`config.mk`:
```
export PLATFORM = sky130hd
export DESIGN_NAME = program_loader_flat
export DESIGN_NICKNAME = d
export VERILOG_FILES = /design/src/rtl/program_loader_pkg.sv /design/src/rtl/program_loader_if.sv /design/src/rtl/program_loader_timeout.sv /design/src/rtl/program_loader.sv /design/src/flat_wrapper.sv
export SDC_FILE = /design/constraint.sdc
export NUM_CORES = 1
export LEC_CHECK = 0
export CAP_MARGIN = 10
export CORE_UTILIZATION = 50
export CTS_CLUSTER_SIZE = 24
export DETAILED_ROUTE_END_ITERATION = 8
export PLACE_DENSITY = 0.72
export SETUP_SLACK_MARGIN = 0.15
export SYNTH_ARGS = -nofsm -noshare
export SYNTH_HDL_FRONTEND = slang
export SYNTH_SLANG_ARGS = --single-unit
```
`constraint.sdc`:
```
create_clock -name clk -period 3.8 [get_ports clk]
set_input_delay 1.14 -clock clk [delete_from_list [all_inputs] [get_ports clk]]
set_output_delay 1.14 -clock clk [all_outputs]
set_load 0.02 [all_outputs]
```
`src/rtl/program_loader_pkg.sv`:
```
// Shared definitions for the framed byte-stream program loader.
//   ADDR_W_DEF / SYNC_BYTE_DEF / TIMEOUT_CYC_DEF : default parameters
//   HDR_* : byte positions inside the 4-byte header (ADDR lo,hi, COUNT lo,hi)
//   WORD_LAST : position of the last (most significant) byte of a data word
//   state_e : loader FSM states
package program_loader_pkg;

  localparam int unsigned ADDR_W_DEF      = 11;
  localparam logic [7:0]  SYNC_BYTE_DEF   = 8'hA5;
  localparam int unsigned TIMEOUT_CYC_DEF = 1024;

  localparam int unsigned BYTE_IDX_W = 2;

  localparam logic [BYTE_IDX_W-1:0] HDR_ADDR_LO = 2'd0;
  localparam logic [BYTE_IDX_W-1:0] HDR_ADDR_HI = 2'd1;
  localparam logic [BYTE_IDX_W-1:0] HDR_CNT_LO  = 2'd2;
  localparam logic [BYTE_IDX_W-1:0] HDR_CNT_HI  = 2'd3;
  localparam logic [BYTE_IDX_W-1:0] WORD_LAST   = 2'd3;

  typedef enum logic [2:0] {
    ST_IDLE,
    ST_HDR,
    ST_DATA,
    ST_CSUM,
    ST_RUN,
    ST_ERR
  } state_e;

endpackage

```
`src/rtl/program_loader_if.sv`:
```
// Loader bus: byte stream in (s_*), memory write port out (w_*), CPU control out.
//   master : the loader (accepts bytes, drives writes and CPU control)
//   slave  : the host / memory / CPU side
interface program_loader_if
  import program_loader_pkg::*;
#(
  parameter int unsigned ADDR_W = ADDR_W_DEF
);

  logic              s_valid;
  logic [7:0]        s_data;
  logic              s_ready;
  logic              w_enable;
  logic [ADDR_W-1:0] w_adrs;
  logic [31:0]       w_instruction;
  logic              cpu_en;
  logic              load_done;
  logic              load_error;

  modport master (
    input  s_valid, s_data,
    output s_ready, w_enable, w_adrs, w_instruction, cpu_en, load_done, load_error
  );

  modport slave (
    output s_valid, s_data,
    input  s_ready, w_enable, w_adrs, w_instruction, cpu_en, load_done, load_error
  );

endinterface

```
`src/rtl/program_loader_timeout.sv`:
```
// Inter-byte watchdog: counts idle cycles while enabled; flags expiry on the
// TIMEOUT_CYC-th consecutive cycle without a clear.
//   clk_i, reset_i : clock, synchronous active-high reset
//   en_i           : counting enabled (frame in progress)
//   clr_i          : byte accepted this cycle
//   expire_c_o     : combinational expiry flag
module program_loader_timeout #(
  parameter int unsigned TIMEOUT_CYC = 1024
) (
  input  logic clk_i,
  input  logic reset_i,
  input  logic en_i,
  input  logic clr_i,
  output logic expire_c_o
);

  localparam int unsigned CNT_W = $clog2(TIMEOUT_CYC) + 1;

  logic [CNT_W-1:0] cnt_q, cnt_d;
  logic             expire_c;

  assign expire_c   = en_i && !clr_i && (cnt_q == CNT_W'(TIMEOUT_CYC - 1));
  assign expire_c_o = expire_c;

  // Count only idle cycles inside a frame; any accept or leaving the frame restarts
  always_comb begin
    cnt_d = cnt_q;
    if (!en_i || clr_i) begin
      cnt_d = '0;
    end else if (!expire_c) begin
      cnt_d = cnt_q + CNT_W'(1);
    end
  end

  always_ff @(posedge clk_i) begin
    if (reset_i) begin
      cnt_q <= '0;
    end else begin
      cnt_q <= cnt_d;
    end
  end

endmodule

```
`src/rtl/program_loader.sv`:
```
// Framed byte-stream program loader.
// Frame: SYNC | ADDR lo,hi | COUNT lo,hi | COUNT x 4 data bytes (LE) | CSUM.
// Writes each assembled word to memory, then enables the CPU once the frame's
// 8-bit checksum (all bytes after SYNC, CSUM included) sums to zero.
//   clk, reset : clock, synchronous active-high reset
//   bus        : program_loader_if.master (s_* byte stream, w_* write port,
//                cpu_en, load_done pulse, sticky load_error)
module program_loader
  import program_loader_pkg::*;
#(
  parameter int unsigned ADDR_W      = ADDR_W_DEF,
  parameter logic [7:0]  SYNC_BYTE   = SYNC_BYTE_DEF,
  parameter int unsigned TIMEOUT_CYC = TIMEOUT_CYC_DEF
) (
  input  logic                clk,
  input  logic                reset,
  program_loader_if.master    bus
);

  localparam int unsigned CNT_W = ADDR_W + 1;

  state_e                  state_q, state_d;
  logic [BYTE_IDX_W-1:0]   idx_q, idx_d;
  logic [7:0]              lo_q, lo_d;
  logic [ADDR_W-1:0]       addr_q, addr_d;
  logic [CNT_W-1:0]        words_q, words_d;
  logic [23:0]             word_q, word_d;
  logic [7:0]              sum_q, sum_d;

  logic                    s_ready_q;
  logic                    w_enable_q, w_enable_d;
  logic [ADDR_W-1:0]       w_adrs_q, w_adrs_d;
  logic [31:0]             w_instr_q, w_instr_d;
  logic                    cpu_en_q, cpu_en_d;
  logic                    load_done_q, load_done_d;
  logic                    load_error_q, load_error_d;

  logic                    accept_c;
  logic                    active_c;
  logic                    expire_c;
  logic                    is_sync_c;
  logic [7:0]              sum_next_c;
  logic [15:0]             count_c;

  assign accept_c   = bus.s_valid & s_ready_q;
  assign active_c   = (state_q == ST_HDR) || (state_q == ST_DATA) || (state_q == ST_CSUM);
  assign is_sync_c  = (bus.s_data == SYNC_BYTE);
  assign sum_next_c = sum_q + bus.s_data;
  assign count_c    = {bus.s_data, lo_q};

  program_loader_timeout #(
    .TIMEOUT_CYC (TIMEOUT_CYC)
  ) u_timeout (
    .clk_i      (clk),
    .reset_i    (reset),
    .en_i       (active_c),
    .clr_i      (accept_c),
    .expire_c_o (expire_c)
  );

  // Next state, byte assembly, checksum and write generation
  always_comb begin
    state_d     = state_q;
    idx_d       = idx_q;
    lo_d        = lo_q;
    addr_d      = addr_q;
    words_d     = words_q;
    word_d      = word_q;
    sum_d       = sum_q;
    w_enable_d  = 1'b0;
    w_adrs_d    = w_adrs_q;
    w_instr_d   = w_instr_q;
    load_done_d = 1'b0;

    if (expire_c) begin
      state_d = ST_ERR;
    end else if (accept_c) begin
      unique case (state_q)
        ST_IDLE, ST_RUN, ST_ERR: begin
          if (is_sync_c) begin
            state_d = ST_HDR;
            idx_d   = '0;
            sum_d   = '0;
          end
        end
        ST_HDR: begin
          sum_d = sum_next_c;
          idx_d = idx_q + BYTE_IDX_W'(1);
          unique case (idx_q)
            HDR_ADDR_LO, HDR_CNT_LO: lo_d   = bus.s_data;
            HDR_ADDR_HI:             addr_d = ADDR_W'({bus.s_data, lo_q});
            HDR_CNT_HI: begin
              // Full 16-bit count is checked so oversize frames are rejected
              if (count_c == 16'd0) begin
                state_d = ST_CSUM;
              end else if (32'(count_c) > (32'd1 << ADDR_W)) begin
                state_d = ST_ERR;
              end else begin
                state_d = ST_DATA;
                words_d = CNT_W'(count_c);
              end
            end
            default: ;
          endcase
        end
        ST_DATA: begin
          sum_d  = sum_next_c;
          idx_d  = idx_q + BYTE_IDX_W'(1);
          // Little-endian: earlier bytes shift down toward bit 0
          word_d = {bus.s_data, word_q[23:8]};
          if (idx_q == WORD_LAST) begin
            w_enable_d = 1'b1;
            w_adrs_d   = addr_q;
            w_instr_d  = {bus.s_data, word_q};
            addr_d     = addr_q + ADDR_W'(1);
            words_d    = words_q - CNT_W'(1);
            if (words_q == CNT_W'(1)) begin
              state_d = ST_CSUM;
            end
          end
        end
        ST_CSUM: begin
          if (sum_next_c == 8'h00) begin
            state_d     = ST_RUN;
            load_done_d = 1'b1;
          end else begin
            state_d = ST_ERR;
          end
        end
        default: state_d = ST_IDLE;
      endcase
    end

    cpu_en_d     = (state_d == ST_RUN);
    load_error_d = (state_d == ST_ERR);
  end

  always_ff @(posedge clk) begin
    if (reset) begin
      state_q      <= ST_IDLE;
      idx_q        <= '0;
      lo_q         <= '0;
      addr_q       <= '0;
      words_q      <= '0;
      word_q       <= '0;
      sum_q        <= '0;
      s_ready_q    <= 1'b0;
      w_enable_q   <= 1'b0;
      w_adrs_q     <= '0;
      w_instr_q    <= '0;
      cpu_en_q     <= 1'b0;
      load_done_q  <= 1'b0;
      load_error_q <= 1'b0;
    end else begin
      state_q      <= state_d;
      idx_q        <= idx_d;
      lo_q         <= lo_d;
      addr_q       <= addr_d;
      words_q      <= words_d;
      word_q       <= word_d;
      sum_q        <= sum_d;
      s_ready_q    <= 1'b1;
      w_enable_q   <= w_enable_d;
      w_adrs_q     <= w_adrs_d;
      w_instr_q    <= w_instr_d;
      cpu_en_q     <= cpu_en_d;
      load_done_q  <= load_done_d;
      load_error_q <= load_error_d;
    end
  end

  assign bus.s_ready       = s_ready_q;
  assign bus.w_enable      = w_enable_q;
  assign bus.w_adrs        = w_adrs_q;
  assign bus.w_instruction = w_instr_q;
  assign bus.cpu_en        = cpu_en_q;
  assign bus.load_done     = load_done_q;
  assign bus.load_error    = load_error_q;

endmodule

```
`src/flat_wrapper.sv`:
```
// flat-port wrapper written by rule: the top's interface ports become plain ports
module program_loader_flat import program_loader_pkg::*;
#(
  parameter int unsigned ADDR_W      = ADDR_W_DEF,
  parameter logic [7:0]  SYNC_BYTE   = SYNC_BYTE_DEF,
  parameter int unsigned TIMEOUT_CYC = TIMEOUT_CYC_DEF
)
  (clk, reset, bus_s_valid, bus_s_data, bus_s_ready, bus_w_enable, bus_w_adrs, bus_w_instruction, bus_cpu_en, bus_load_done, bus_load_error);
  program_loader_if #(.ADDR_W(ADDR_W)) bus_i ();
  input  logic clk;
  input  logic reset;
  input wire logic [$bits(bus_i.s_valid)-1:0] bus_s_valid;
  input wire logic [$bits(bus_i.s_data)-1:0] bus_s_data;
  output wire logic [$bits(bus_i.s_ready)-1:0] bus_s_ready;
  output wire logic [$bits(bus_i.w_enable)-1:0] bus_w_enable;
  output wire logic [$bits(bus_i.w_adrs)-1:0] bus_w_adrs;
  output wire logic [$bits(bus_i.w_instruction)-1:0] bus_w_instruction;
  output wire logic [$bits(bus_i.cpu_en)-1:0] bus_cpu_en;
  output wire logic [$bits(bus_i.load_done)-1:0] bus_load_done;
  output wire logic [$bits(bus_i.load_error)-1:0] bus_load_error;
  assign bus_i.s_valid = bus_s_valid;
  assign bus_i.s_data = bus_s_data;
  assign bus_s_ready = bus_i.s_ready;
  assign bus_w_enable = bus_i.w_enable;
  assign bus_w_adrs = bus_i.w_adrs;
  assign bus_w_instruction = bus_i.w_instruction;
  assign bus_cpu_en = bus_i.cpu_en;
  assign bus_load_done = bus_i.load_done;
  assign bus_load_error = bus_i.load_error;
  program_loader #(.ADDR_W(ADDR_W), .SYNC_BYTE(SYNC_BYTE), .TIMEOUT_CYC(TIMEOUT_CYC)) u_core (.clk(clk), .reset(reset), .bus(bus_i));
endmodule
```
==> impl_metrics.toml <==
[run_status]
outcome = "completed"

[synthesis]
ys_ff_latch = 127
synth.area.top_cells = "dfxtp_1 45%, nand2_1 11%, a21oi_1 8.7%"
async_flop_share_pct = 0
synth_cell_types = 61
syn_area_um2 = 5670
synth_cells = 718
synth_seq_area_share_pct = 44.9
muxShareOfSynthArea_pct = 1.77
synthXorXnorAreaFrac_pct = 2.01
yosys.area.top_type = "dfxtp_1"
ys_warn_count = 0
avgSynthCellArea_um2 = 7.89
synth_top_area_share_pct = 44.9
synth-edff-count = 0
synth_top_family_by_area = "simple AND/OR/NAND/NOR gates"
synth_simple_gate_area_share_pct = 24.8
synth_adder_area_share_pct = 3.67
ys.flop_type = "dfxtp_1"
synth_nets = 745
synth-compound-area-share_pct = 18.9

[routing]
routedWlPerCell_um = 14.7
vias_per_cell = 5.68
drtPass1Iterations = 5
drc_errors = 0
drt_iter0_drc = 383
vias = 5233
wl_mm = 13.5
final_antenna_net_count = 0

[hold_path]
hp-class = "reg -> reg"
hold_depth = 2

[setup_path]
crit_path_cell_trace = "clkdlybuf4s50_1 -> ha_1 -> fa_1 -> xor2_1 -> or3_1 -> a211oi_1 -> nand4b_1 -> a2111oi_0"
slowest_stage = "a2111oi_0"
cp-end-kind = "register"
cp_num_buf_inv = 1
r2r_cells = 7
path_depth = 8
worstPathArrival_ps = 3650
slowest_delay_ps = 450
worstPathRequired_ps = 4080
rrSetupSlack_ps = 1290
path_class = "in -> reg"
start_kind = "input pin"
crit_fanout = 4
critPathTopFamily = "compound AO/OA/AOI/OAI gates"

[clock_tree]
cts_setup_buffers = 0
path_clk_slew_ps = 50
htree_num_levels = 4
numCtsBuffers = 17
cts_resized = 0
clockBufferDepth = 2
clkSinkCount = 127
cts_tree = "done"
insertion_delay_ps = 420
cts_root_buf = "clkbuf_16"
hold_buffers = 0

[flow_run]
max_cap_viol_count = 0

[finish]
diodes = 0
multi_input_area_um2 = 2900
fillers = 981
seq_area_um2 = 2540
syn_to_final_growth_pct = 23.2
drive_above_1_share_pct = 7.54
final_nets = 798
final_area_um2 = 6980
final_cells = 922

[timing]
holdWs_ps = 454
layout_setup_ws_ps = 427
rsz0062_at_grt = "no"
fin_crit_sh_pct = 88.8
final-setup-viol-count = 0
final.setup_skew_ps = 6.95
max_freq_ghz = 0.296
hold_viol_final = 0
worst_slew_pin_slew_ps = 930
slew_headroom_pct = 37.4
layout_min_cycle_time_ps = 3370
final_max_slew_viol_count = 0

[global_route]
antenna_found_initial = 0
grt_usage_pct = 24.7
overflow = 0
first_global_vias = 4833
grt_first_pass_wirelength_mm = 22.8
grt_max_degree = 59

[pwr]
seq_power_share_pct = 43.3
finalPower_mw = 3.08
leakagePower_nw = 2.37
p_clk_share_pct = 54.2
combPwrFrac_pct = 2.5
switching_share_pct = 20.0
power.density_nw_per_um2 = 441
p_switching_mw = 0.617
vdd_drop_max_mv = 0.310
internal_power_mw = 2.46

[die]
initial_utilization_pct = 51.8
die_w_um = 108
design.die.area_um2 = 11800
die_h_um = 108
ios = 59
num_rows = 38
core_area_um2 = 10900

[placed_design]
place_ws_ps = -22.0
dp_hpwl_mm = 9.17
place_congestion = 0.848
io_buffers = 58
place_area_um2 = 6370
dp.cells = 892
[layout make-up]
type / count / area share, %
Multi-Input combinational cell: 537 / 41.5
Sequential cell: 127 / 36.4
Timing Repair Buffer: 75 / 10.1
Clock buffer: 19 / 6.35
Tap cell: 140 / 2.51
Clock inverter: 11 / 2.38
Inverter: 13 / 0.699
[path summary, 6_finish.rpt]
check                          startpoint                      endpoint
max                         bus_s_data[0]             u_core.bus.cpu_en
min reg2reg  u_core.bus.w_instruction[15]  u_core.bus.w_instruction[15]
min          u_core.bus.w_instruction[15]  u_core.bus.w_instruction[15]
max reg2reg               u_core.sum_q[0]             u_core.bus.cpu_en
[Yosys cell counts, types with 4 or more instances]
| master | n |
|---|---|
| a211oi_1 | 4 |
| a21oi_1 | 98 |
| a221oi_1 | 4 |
| a22oi_1 | 11 |
| a31oi_1 | 6 |
| and3_1 | 4 |
| buf_2 | 8 |
| clkbuf_1 | 30 |
| dfxtp_1 | 127 |
| ha_1 | 15 |
| inv_1 | 13 |
| mux2i_1 | 10 |
| nand2_1 | 172 |
| nand3_1 | 9 |
| nor2_1 | 61 |
| nor2b_1 | 8 |
| nor3_1 | 18 |
| nor4_1 | 5 |
| o21ai_0 | 33 |
| or2_0 | 5 |
| or3_1 | 7 |
| xnor2_1 | 8 |
| xor2_1 | 5 |
[per-stage QoR]
| step | utilization, % | setup TNS [ps] |
|---|---|---|
| 2_1_floorplan | - | 0 |
| 4_1_cts | 63.8 | 0 |
| 3_5_place_dp | 58.2 | -22.0 |
| 3_3_place_gp | 58.2 | 0 |
| 6_report | 63.8 | 0 |
| 5_1_grt | 63.8 | 0 |
[worst min-delay path: stages, from the launching register on]
cell	delay (ps)
dfxtp_1	300
nand2_1	50
a21oi_1	50
[power by group through the flow]
stage          combinational [mW]  clock, mW  sequential, mW
3_3_place_gp               0.0748          0            1.36
4_1_cts                    0.0761       1.70            1.33
3_5_place_dp               0.0760          0            1.36
5_1_grt                    0.0829       1.76            1.33
2_1_floorplan              0.0417          0            1.36
6_report                   0.0764       1.67            1.33
[state kept, by name, summed over array words and instances (netlist names)]
name	cells
u_core.bus.w_adrs	11
u_core.u_timeout.cnt_q	11
u_core.addr_q	11
u_core.bus.load_error	1
u_core.idx_q	2
u_core.state_q	3
u_core.sum_q	8
u_core.bus.load_done	1
u_core.word_q	24
u_core.words_q	12
u_core.bus.cpu_en	1
u_core.bus.s_ready	1
u_core.bus.w_enable	1
u_core.lo_q	8
u_core.bus.w_instruction	32
[cells in the final DEF (no fill, tap or decap), drive strengths merged, types with 2 or more instances in the layout]
master         Yosys  final
clkbuf            30     19
clkinvlp           0      3
nor2b              8      8
clkinv             0      4
nand2            172    172
nor3b              4      4
a21bo              3      3
bufinv             0      4
buf               11     18
and3               4      4
o32ai              2      2
nor4               7      7
and2               2      2
a221oi             4      4
a211oi             4      4
xnor2              8      8
nand4              3      3
a211o              2      2
o21ai             34     34
nand3             10     10
nor3              19     19
o21bai             3      3
a22oi             11     11
or2                5      5
a2bb2oi            2      2
inv               13     13
or3                7      7
nand2b             3      3
dfxtp            127    127
ha                15     15
clkdlybuf4s50      0     57
a31oi              6      6
a311oi             2      2
a21oi             98     98
o31ai              2      2
nor2              63     63
xor2               5      5
mux2i             10     10
[layer usage]
metal,wire (um),share of wire [%],GRT usage [%]
met4,348,2.6,11.7
met3,633,4.7,6.09
met2,6310,47,38.6
met1,6230,46,31.8
met5,0,0,0
[kinds of logic (layout without fill, tap and decap cells)]
kind of cell,Yosys count,after routing
compound gates,183,183
xor+xnor,13,13
fa+ha+maj,16,16
buf+inv,54,118
flops,127,127
mux,10,10
simple gates,315,315
(Power assumes the default switching activity.)
